### src/rtl/lock_sequencer.sv
// lock_sequencer: accepts three one-hot digit groups under valid/ready,
// compares them against a stored combination, holds the lock open for a
// bounded time, counts failed attempts and imposes a timed lockout.
//
// state      | meaning
// -----------+------------------------------------------------------
// ST_G0      | idle, waiting for the first group of an attempt
// ST_G1      | first group taken, waiting for the second
// ST_G2      | second group taken, waiting for the third
// ST_OPEN    | lock open, hold timer running
// ST_LOCKOUT | too many failures, lockout timer running
module lock_sequencer #(
    parameter logic [39:0] PART0          = 40'h01_0800_2001,
    parameter logic [39:0] PART1          = 40'h00_4010_0401,
    parameter logic [39:0] PART2          = 40'h01_0800_2001,
    parameter int unsigned MAX_FAILS      = 3,
    parameter int unsigned LOCKOUT_CYCLES = 16,
    parameter int unsigned OPEN_CYCLES    = 8,
    parameter int unsigned TIMEOUT_CYCLES = 32
) (
    input  logic        clk_i,
    input  logic        rst_i,
    input  logic [39:0] digits_i,
    input  logic        digits_vld_i,
    output logic        entry_rdy_o,
    input  logic        override_i,
    input  logic        relock_i,
    output logic        open_o,
    output logic        locked_out_o,
    output logic [3:0]  fail_cnt_o,
    output logic        bad_digit_o
);

    typedef enum logic [2:0] {
        ST_G0      = 3'd0,
        ST_G1      = 3'd1,
        ST_G2      = 3'd2,
        ST_OPEN    = 3'd3,
        ST_LOCKOUT = 3'd4
    } state_t;

    localparam logic [15:0] OPEN_LOAD    = 16'(OPEN_CYCLES);
    localparam logic [15:0] LOCKOUT_LOAD = 16'(LOCKOUT_CYCLES);
    localparam logic [15:0] TIMEOUT_LOAD = 16'(TIMEOUT_CYCLES);
    localparam logic [3:0]  MAX_FAILS_C  = 4'(MAX_FAILS);

    state_t      state_q, state_d;
    logic [15:0] timer_q, timer_d;
    logic [3:0]  fail_q, fail_d;
    logic        match_q, match_d;
    logic        bad_q, bad_d;
    logic        open_q, locked_q, rdy_q;

    logic        accept;
    logic        group_onehot;
    logic        group_ok;
    logic [39:0] part_sel;
    logic [3:0]  fail_inc;

    // Every digit field must carry exactly one set bit.
    function automatic logic digits_onehot(input logic [39:0] g);
        logic       ok;
        logic [9:0] d;
        ok = 1'b1;
        for (int i = 0; i < 4; i++) begin
            d = g[i*10 +: 10];
            if ((d == 10'd0) || ((d & (d - 10'd1)) != 10'd0)) begin
                ok = 1'b0;
            end
        end
        return ok;
    endfunction

    // Compare the presented group against the part expected in the current state.
    always_comb begin
        part_sel = PART0;
        case (state_q)
            ST_G1:   part_sel = PART1;
            ST_G2:   part_sel = PART2;
            default: part_sel = PART0;
        endcase
        group_onehot = digits_onehot(digits_i);
        group_ok     = group_onehot && (digits_i == part_sel);
        accept       = digits_vld_i && ((state_q == ST_G0) || (state_q == ST_G1)
                                        || (state_q == ST_G2));
        fail_inc     = fail_q + 4'd1;
    end

    // Next-state logic; override preempts everything, including a same-cycle group.
    always_comb begin
        state_d = state_q;
        timer_d = timer_q;
        fail_d  = fail_q;
        match_d = match_q;
        bad_d   = 1'b0;

        if (override_i) begin
            state_d = ST_OPEN;
            timer_d = OPEN_LOAD;
            fail_d  = 4'd0;
            match_d = 1'b1;
        end else begin
            case (state_q)
                ST_G0: begin
                    if (accept) begin
                        match_d = group_ok;
                        bad_d   = ~group_onehot;
                        timer_d = TIMEOUT_LOAD;
                        state_d = ST_G1;
                    end
                end
                ST_G1: begin
                    if (accept) begin
                        match_d = match_q & group_ok;
                        bad_d   = ~group_onehot;
                        timer_d = TIMEOUT_LOAD;
                        state_d = ST_G2;
                    end else if (timer_q <= 16'd1) begin
                        timer_d = 16'd0;
                        state_d = ST_G0;
                    end else begin
                        timer_d = timer_q - 16'd1;
                    end
                end
                ST_G2: begin
                    if (accept) begin
                        bad_d   = ~group_onehot;
                        match_d = 1'b1;
                        if (match_q && group_ok) begin
                            state_d = ST_OPEN;
                            timer_d = OPEN_LOAD;
                            fail_d  = 4'd0;
                        end else if (fail_inc == MAX_FAILS_C) begin
                            state_d = ST_LOCKOUT;
                            timer_d = LOCKOUT_LOAD;
                            fail_d  = fail_inc;
                        end else begin
                            state_d = ST_G0;
                            timer_d = 16'd0;
                            fail_d  = fail_inc;
                        end
                    end else if (timer_q <= 16'd1) begin
                        timer_d = 16'd0;
                        state_d = ST_G0;
                    end else begin
                        timer_d = timer_q - 16'd1;
                    end
                end
                ST_OPEN: begin
                    if (relock_i || (timer_q <= 16'd1)) begin
                        timer_d = 16'd0;
                        state_d = ST_G0;
                    end else begin
                        timer_d = timer_q - 16'd1;
                    end
                end
                ST_LOCKOUT: begin
                    if (timer_q <= 16'd1) begin
                        timer_d = 16'd0;
                        fail_d  = 4'd0;
                        state_d = ST_G0;
                    end else begin
                        timer_d = timer_q - 16'd1;
                    end
                end
                default: begin
                    state_d = ST_G0;
                    timer_d = 16'd0;
                end
            endcase
        end
    end

    // State, timer and registered outputs, with synchronous reset.
    always_ff @(posedge clk_i) begin
        if (rst_i) begin
            state_q  <= ST_G0;
            timer_q  <= 16'd0;
            fail_q   <= 4'd0;
            match_q  <= 1'b1;
            bad_q    <= 1'b0;
            open_q   <= 1'b0;
            locked_q <= 1'b0;
            rdy_q    <= 1'b1;
        end else begin
            state_q  <= state_d;
            timer_q  <= timer_d;
            fail_q   <= fail_d;
            match_q  <= match_d;
            bad_q    <= bad_d;
            open_q   <= (state_d == ST_OPEN);
            locked_q <= (state_d == ST_LOCKOUT);
            rdy_q    <= (state_d == ST_G0) || (state_d == ST_G1) || (state_d == ST_G2);
        end
    end

    assign entry_rdy_o  = rdy_q;
    assign open_o       = open_q;
    assign locked_out_o = locked_q;
    assign fail_cnt_o   = fail_q;
    assign bad_digit_o  = bad_q;

endmodule
### config.mk
export PLATFORM = sky130hd
export DESIGN_NAME = lock_sequencer
export DESIGN_NICKNAME = d
export VERILOG_FILES = /design/src/rtl/lock_sequencer.sv
export SDC_FILE = /design/constraint.sdc
export NUM_CORES = 1
export LEC_CHECK = 0
export BUFFER_PORTS_ARGS = -buffer_cell sky130_fd_sc_hd__buf_2
export CAP_MARGIN = 0
export CORE_MARGIN = 3
export CORE_UTILIZATION = 50
export CTS_BUF_LIST = sky130_fd_sc_hd__clkbuf_4 sky130_fd_sc_hd__clkbuf_8
export CTS_CLUSTER_DIAMETER = 40
export DETAILED_ROUTE_END_ITERATION = 16
export PLACE_DENSITY = 0.75
export RECOVER_POWER = 50
export SETUP_SLACK_MARGIN = 0.05
export SYNTH_ARGS = -nofsm -noshare
export SYNTH_HDL_FRONTEND = slang
export SYNTH_SLANG_ARGS = --single-unit
export TNS_END_PERCENT = 5
### constraint.sdc
create_clock -name clk_i -period 2.63 [get_ports clk_i]
set_input_delay 0.3945 -clock clk_i [delete_from_list [all_inputs] [get_ports clk_i]]
set_output_delay 0.3945 -clock clk_i [all_outputs]
set_load 0.02 [all_outputs]
### Word-level counts from Yosys, hierarchy flattened

Cells that the tools add are included.

* flip-flop bits (word level): 28

* equality and inequality tests: 15
* mux-type cells: 31
* $lt $le $gt $ge: 1
* bitwise logic cells: 8
* add/subtract/negate cells: 6
* reduce and logical (&&, ||, !) cells: 29

Operators by type and width (count)
* $mux 16: 5
* $pmux 16 s5: 1
* $and 10x10->10: 4
* $eq 40x40->1: 1
* $logic_not 10->1: 4
* $reduce_bool 10->1: 4
* $sub 10x1->10 const B: 4
* $mux 33: 1
* $mux 3: 8
* $le 16x1->1 const B: 1
* $mux 4: 4
* $sub 16x1->16 const B: 1
* $pmux 3 s5: 1
* $eq 3x2->1 const B: 4
* $mux 5: 2
* $logic_or 1x1->1: 9
* $ne 2x2->1 const B: 4
* $pmux 4 s2: 1
* $mux 1: 7
* $eq 3x1->1 const B: 2
* $eq 3x3->1 const B: 2
* $logic_not 3->1: 2
* $add 4x1->4 const B: 1
* $eq 4x2->1 const B: 1
* 12 further kinds: 16

### Logic depth before layout (Yosys ltp)

Gate-level depths: netlist (run 1).

* word-level depth: 17
* depth in mapped cells: 8
* gate-level depth less buffers: 7

### Worst setup path after synthesis (run 1)

Ideal clock, no wire load.

* kind: input to register
* start point: input digits_i[20]
* end point: register bad_q (netlist: bad_digit_o)
* stages: 6
* arrival time: 2.107 ns
* library setup time: 0.116 ns
* path slack: 0.407 ns
* cells stage by stage: or4_4 > or2_0 > or3_4 > a2111oi_4 > nand4_1 > o211a_1

* longest elaborated chain between the ends: 7
* elaborated cells between the ends (all ways): 8
* classes of those cells: add/sub: 1; mux: 2; bitwise: 2; reduce/logical: 3

Ends and longest elaborated chain
* start, declared: line 23 `input logic [39:0] digits_i,`
* $sub 10x1->10: line 67 `if ((d == 10'd0) || ((d & (d - 10'd1)) != 10'd0)) begin`
* $and 10x10->10: line 67
* $reduce_bool 10->1: line 67
* $logic_or 1x1->1 *: line 67
* $mux 1 * (2 in a row): line 67
* $not 1->1 *: line 107, 115, 127
* end signal, assigned: line 181 `bad_q <= 1'b0;`
* end signal, assigned: line 190 `bad_q <= bad_d;`
* end, declared: line 51 `logic bad_q, bad_d;`

Mark *: on every way between the ends. The rest lies on a longest branch, timed or not.
A chain may end at the register's enable or synchronous reset.

### Worst setup path after layout (run 1)

* start point: register timer_q[5]
* end point: register rdy_q (netlist: entry_rdy_o)

* longest elaborated chain between the ends: 8
* elaborated cells between the ends (all ways): 13
* classes of those cells: order compare: 1; eq/ne: 2; mux: 6; reduce/logical: 4

Ends and longest elaborated chain
* start, declared: line 48 `logic [15:0] timer_q, timer_d;`
* start signal, assigned: line 187 `timer_q <= timer_d;`
* $le 16x1->1 *
* $mux 3 or $logic_or 1x1->1 (tied branches)
* $mux 3, on equally long branches: line 126, 113, 150
* $pmux 3 s5 *: line 103 `case (state_q)`
* $mux 3 *: line 97 `if (override_i) begin`
* $eq 3x1->1 or $logic_not 3->1 (tied branches): line 193 `rdy_q <= (state_d == ST_G0) || (state_d == ST_G1) || (state_d == ST_G2);`
* $logic_or 1x1->1: line 193
* $logic_or 1x1->1 *: line 193
* end signal, assigned: line 193
* end, declared: line 52 `logic open_q, locked_q, rdy_q;`

Marks and branches as above.

==> impl_metrics.tcl, run 1 <==
set metrics [dict create \
    outcome "finished clean" \
    pin_count 53 \
    fin_crit_sh 0.880 \
    core-area_mm2 0.00409 \
    syn_avg_cell_area_um2 7.92 \
    cts_tree "yes" \
    finalNetCount 382 \
    routed_wl_um 5650 \
    fin_crit_ns 2.31 \
    drc 0 \
    synth_cell_types 57 \
    rsz0062_at_grt "no" \
    n_antenna_cell 0 \
    antenna_found_initial 0 \
    die_x_um 72.0 \
    portBuffers 52 \
    tns_ns 0 \
    post_cts.repair.setup_buffers 0 \
    netlist_instances 275 \
    ys_seq_elements 28 \
    async_flop_share 0 \
    ir_drop_mv 0.281 \
    numPlacedInstances 378 \
    seq_area_frac_synth 0.257 \
    clkLatencyLatePin_ns 0.27 \
    synth_top_area_frac 0.257 \
    fin_skew_ns 0.00792 \
    die_h_um 72.0 \
    yosysWarnings 0 \
    hold_start "rst_i" \
    start_util 0.533 \
    crit_required_ns 2.83 \
    cts_resized 0 \
    root_buffer "clkbuf_8" \
    p_leak_uw 0.000959 \
    grt_pass1_vias 2197 \
    grt_pass1_wl_um 9600 \
    vias_per_cell 6.07 \
    wl_per_cell_um 14.8 \
    r2r-start "timer_q[5]$_SDFFE_PP0N_" \
    num-fill-cells 404 \
    path_class "reg -> reg" \
    worst_hold_path_type "in -> reg" \
    cts_made_buffers 3 \
    instances_no_fill 382 \
    ant_nets 0 \
    cp_data_arrival_time_ns 2.52 \
    max_slew_margin 0.615 \
    synth_edf_count 0 \
    critPathCaptureType "flip-flop" \
    setup_viol 0 \
    num_rows 23 \
    syn_nets 324 \
    dr_total_vias 2317 \
    grt_overflow 0 \
    cap_viol_max_count 0 \
    gp_congestion 0.898 \
    synth_area_mm2 0.00218 \
    cts_buffer_depth 2 \
    cts_sinks 28 \
    ctsHoldBuffers 0 \
    drive_above_1_share 0.205 \
    synth_ff_type "dfxtp_1" \
    dp_hpwl_um 4570 \
    drtIter0Drc 108 \
    drv_slew 0 \
    h-tree-depth 1 \
    finalHoldViolCount 0 \
    track_usage 0.227 \
    worst_pin_slew_ns 0.573 \
    grt_max_degree 18 \
    clk_pin_slew_ns 0.10 \
    synthTopCellsByArea "dfxtp_1 26%, nor2_1 4.8%, nor3_1 4.6%" \
    fmax_mhz 432 \
    power_density_mw_per_mm2 465 \
    dieArea_mm2 0.00518 \
    post-synth-top-area-cell "dfxtp_1" \
    firstDrtPassIters 4 \
    cp_max_fo 5 \
    critPathLaunchType "flip-flop" \
    area_delta_synth_final_pct 17.0 \
    crit_start "timer_q[5]$_SDFFE_PP0N_" \
]
[per-layer routing]
layer	wire [µm]	track usage
met1	2530	0.303
met5	0	0
met4	51	0.0522
met3	276	0.0305
met2	2790	0.391
[through the flow]
step                total power (µW)  hold slack (ns)  instance area [µm²]  setup slack, ns   util
finish                          1190            0.338                 2550            0.317  0.623
global route                    1260            0.324                 2550            0.175  0.623
CTS                             1200            0.328                 2580            0.443  0.631
detailed placement               939            0.492                 2520            0.198  0.618
global placement                 933            0.484                 2520            0.224  0.618
floorplan                        802            0.464                 2180            0.407      -
[worst max-delay path: stages, from the launching register on]
cell and delay, ns:
dfxtp_1 0.36, or4_1 0.60, or2_0 0.31, o41a_1 0.41, o31ai_1 0.34, a31oi_2 0.08
a21oi_1 0.13
[flip-flops by register name, summed over array words and instances, names as in the netlist]
name	count
bad_digit_o	1
entry_rdy_o	1
fail_cnt_o	4
locked_out_o	1
match_q	1
open_o	1
state_q	3
timer_q	16
[power breakdown]
| part | internal [µW] | switching (µW) |
|---|---|---|
| Sequential | 450 | 20.0 |
| Clock | 134 | 131 |
| Combinational | 184 | 266 |
| Total | 768 | 417 |
[cell families (layout without fill, tap and decap cells)]
| group | count (synthesis) | in the layout | synth area share |
|---|---|---|---|
| flops | 28 | 28 | 0.257 |
| buf+inv | 15 | 72 | 0.0299 |
| mux | 2 | 2 | 0.00977 |
| xor+xnor | 19 | 19 | 0.0764 |
| simple gates | 139 | 139 | 0.360 |
| fa+ha+maj | 9 | 9 | 0.0460 |
| compound gates | 63 | 63 | 0.221 |
[final cells by class]
class / count / area [µm²] / area share
Timing Repair Buffer: 60 / 310 / 0.122
Inverter: 8 / 30.0 / 0.0118
Tap cell: 50 / 62.6 / 0.0246
Multi-Input combinational cell: 232 / 1530 / 0.600
Clock buffer: 4 / 55.1 / 0.0216
Sequential cell: 28 / 561 / 0.220
[worst paths after layout]
check                                             endpoint  slack [ns]  depth (start not counted)
worst min register to register  fail_cnt_o[0]$_SDFFE_PP0P_        0.51                          2
worst min-delay path               timer_q[3]$_SDFFE_PP0P_        0.34                          2
worst max-delay path                entry_rdy_o$_SDFF_PP1_        0.32                          6
worst max register to register      entry_rdy_o$_SDFF_PP1_        0.32                          6
[placed cells by master, fill, tap and decap left out, drive strengths merged, types with 4 or more instances in the layout]
cell type / synthesis / layout
a21oi: 15 / 15
a31oi: 7 / 7
buf: 2 / 52
clkbuf: 5 / 12
dfxtp: 28 / 28
ha: 4 / 4
inv: 8 / 8
maj3: 5 / 5
nand2: 24 / 24
nand3: 6 / 6
nand3b: 6 / 6
nand4: 5 / 5
nand4b: 4 / 4
nor2: 28 / 28
nor3: 22 / 22
nor3b: 4 / 4
nor4: 10 / 10
o211ai: 4 / 4
o21ai: 12 / 12
or2: 5 / 5
or3: 7 / 7
or4: 7 / 7
xnor2: 8 / 8
xor2: 11 / 11
[synthesized netlist by cell type, types with 4 or more instances]
cell type and count:
nor2_1 28, nor3_1 20, xnor2_1 8, nand3_1 6, nand4b_1 4, nor4_1 10
a21oi_1 15, nor3b_1 4, ha_1 4, a31oi_1 6, nand2_1 24, inv_1 8
or3_1 6, o21ai_0 10, nand4_1 5, maj3_1 5, dfxtp_1 28, clkbuf_1 5
or4_1 5, nand3b_1 6, xor2_1 11
Note: power is estimated with default switching activity, not from simulation.
==> inputs of run 2 (changes only) <==
- CELL_PAD_IN_SITES_DETAIL_PLACEMENT: not set -> 0
- CELL_PAD_IN_SITES_GLOBAL_PLACEMENT: not set -> 1
- CORE_UTILIZATION: 50 -> 40
- PLACE_DENSITY: 0.75 -> not set
- PLACE_DENSITY_LB_ADDON: not set -> 0.1
==> run 2 against run 1 <==
- clock-buffer cell count is 1 lower
- register-to-register slack worse by 0.03 ns
- clock power fell by 11%
- sequential power hardly changed
- final cell count rose by 5.0%
- first-iteration DRC count up 52%
- non-clock buffer count unchanged
- sequential share of layout area fell by 0.19 points
- critical endpoint is now timer_q[3]$_SDFFE_PP0P_
- fmax decreased by 1.2%
- core utilization down 13 points
==> impl_metrics.tcl, run 2 (synthesis results as in run 1) <==
set metrics [dict create \
    p_leak_uw 0.000948 \
    utilization 0.497 \
    dieArea_mm2 0.00636 \
    cp_data_arrival_time_ns 2.51 \
    clkLatencyLatePin_ns 0.27 \
    clk_pin_slew_ns 0.09 \
    fin_crit_sh 0.890 \
    drv_slew 0 \
    antenna_found_initial 0 \
    num_rows 26 \
    layout.cells.most_common "buf_2" \
    track_usage 0.198 \
    routed_wl_um 6030 \
    worstSetupPathDepth 6 \
    numPlacedInstances 398 \
    dr_total_vias 2218 \
    pwr-share-clk 0.202 \
    largest-register "timer_q" \
    crit_start "timer_q[5]$_SDFFE_PP0N_" \
    pin_count 53 \
    post_cts.repair.setup_buffers 0 \
    crit_required_ns 2.80 \
    dpl_cell_area_mm2 0.00255 \
    r2r-start "timer_q[5]$_SDFFE_PP0N_" \
    fin_crit_ns 2.34 \
    worst_hold_path_type "in -> reg" \
    design_area_mm2 0.00257 \
    critPathCaptureType "flip-flop" \
    cts_tree "yes" \
    grt_max_degree 18 \
    slowest_stage "or4_4" \
    hold_start "rst_i" \
    crit_family "simple AND/OR/NAND/NOR gates" \
    cts_resized 0 \
    p_comb_frac 0.392 \
    grt_overflow 0 \
    tns_ns 0 \
    critPathLaunchType "flip-flop" \
    firstDrtPassIters 4 \
    worst_pin_slew_ns 0.595 \
    path_cells "or4_4 -> or2_0 -> nor3_1 -> nor3_1 -> a211oi_1 -> a21oi_1" \
    ctsHoldBuffers 0 \
    crit_path_frequent_cell "nor3_1" \
    rrSetupSlack_ns 0.29 \
    drtIter0Drc 164 \
    drive_above_1_share 0.202 \
    max_slew_margin 0.600 \
    n_antenna_cell 0 \
    area_delta_synth_final_pct 18.0 \
    r2r_end "timer_q[3]$_SDFFE_PP0P_" \
    portBuffers 52 \
    gp_congestion 0.824 \
    ant_nets 0 \
    finalHoldViolCount 0 \
    root_buffer "clkbuf_8" \
    cap_viol_max_count 0 \
    finalNetCount 382 \
    grt_pass1_vias 2076 \
    cts_sinks 28 \
    wl_per_cell_um 15.0 \
    largest_reg_flops 16 \
    cts_buffer_depth 2 \
    grt_pass1_wl_um 10100 \
    h-tree-depth 1 \
    path_class "reg -> reg" \
    p_sw_frac 0.362 \
    seqPwrFrac 0.406 \
    outcome "finished clean" \
    cp_max_fo 6 \
    power_density_mw_per_mm2 451 \
    dp_hpwl_um 4830 \
    vias_per_cell 5.53 \
    rsz0062_at_grt "no" \
    drc 0 \
    whs_ns 0.322 \
    internal_power_uw 739 \
    die_h_um 79.8 \
    ir_drop_mv 0.215 \
    setup_viol 0 \
    fin_skew_ns 0.00293 \
    crit_buf_inv 0 \
    cts_made_buffers 3 \
    die_x_um 79.8 \
    crit_path_max_incr_delay_ns 0.56 \
    final_cell_mix "43 x buf_2, 28 x nor2_1, 28 x dfxtp_1" \
    crit_path_end "timer_q[3]$_SDFFE_PP0P_" \
    instances_no_fill 401 \
    core-area_mm2 0.00517 \
    r2r_cells 6 \
    start_util 0.421 \
    p_sw_uw 420 \
    fmax_mhz 427 \
]
## run 2: layer usage
layer	routed length, µm	vias to the layer above	global-route usage	share of wire
met5	0	-	0	0
met1	2980	1004	0.270	0.49
li1	-	1160	-	-
met4	60	0	0.0355	0.010
met3	222	6	0.0305	0.037
met2	2770	48	0.333	0.46
## run 2: worst min-delay path by stage
stage | to | cells past startpoint | slack (ns)
floorplan | timer_q[3]$_SDFFE_PP0P_ | 1 | 0.46
global placement | fail_cnt_o[0]$_SDFFE_PP0P_ | 2 | 0.48
detailed placement | match_q$_SDFFE_PP1P_ | 2 | 0.50
CTS | state_q[0]$_SDFF_PP0_ | 2 | 0.32
global route | state_q[0]$_SDFF_PP0_ | 2 | 0.32
finish | timer_q[3]$_SDFFE_PP0P_ | 2 | 0.32
## run 2: cell type report
class                   instances  area [µm²]
fillers                       532        2600
multi-input cells             232        1540
flip-flops and latches         28         561
repair buffers                 60         309
well taps                      70        87.6
clock buffers                   3        41.3
inverters                       8        30.0
## run 2: stage by stage
step	setup WS, ns	total power (µW)
after global placement	0.221	943
final	0.289	1160
after CTS	0.450	1180
after detailed placement	0.167	942
after floorplan	0.407	802
after global routing	0.152	1240
## run 2: power by group through the flow
stage	Clock [µW]	Combinational, µW	Sequential (µW)
2_1_floorplan	0	319	483
3_3_place_gp	0	463	480
3_5_place_dp	0	461	480
4_1_cts	248	465	471
5_1_grt	261	508	475
6_report	234	454	471
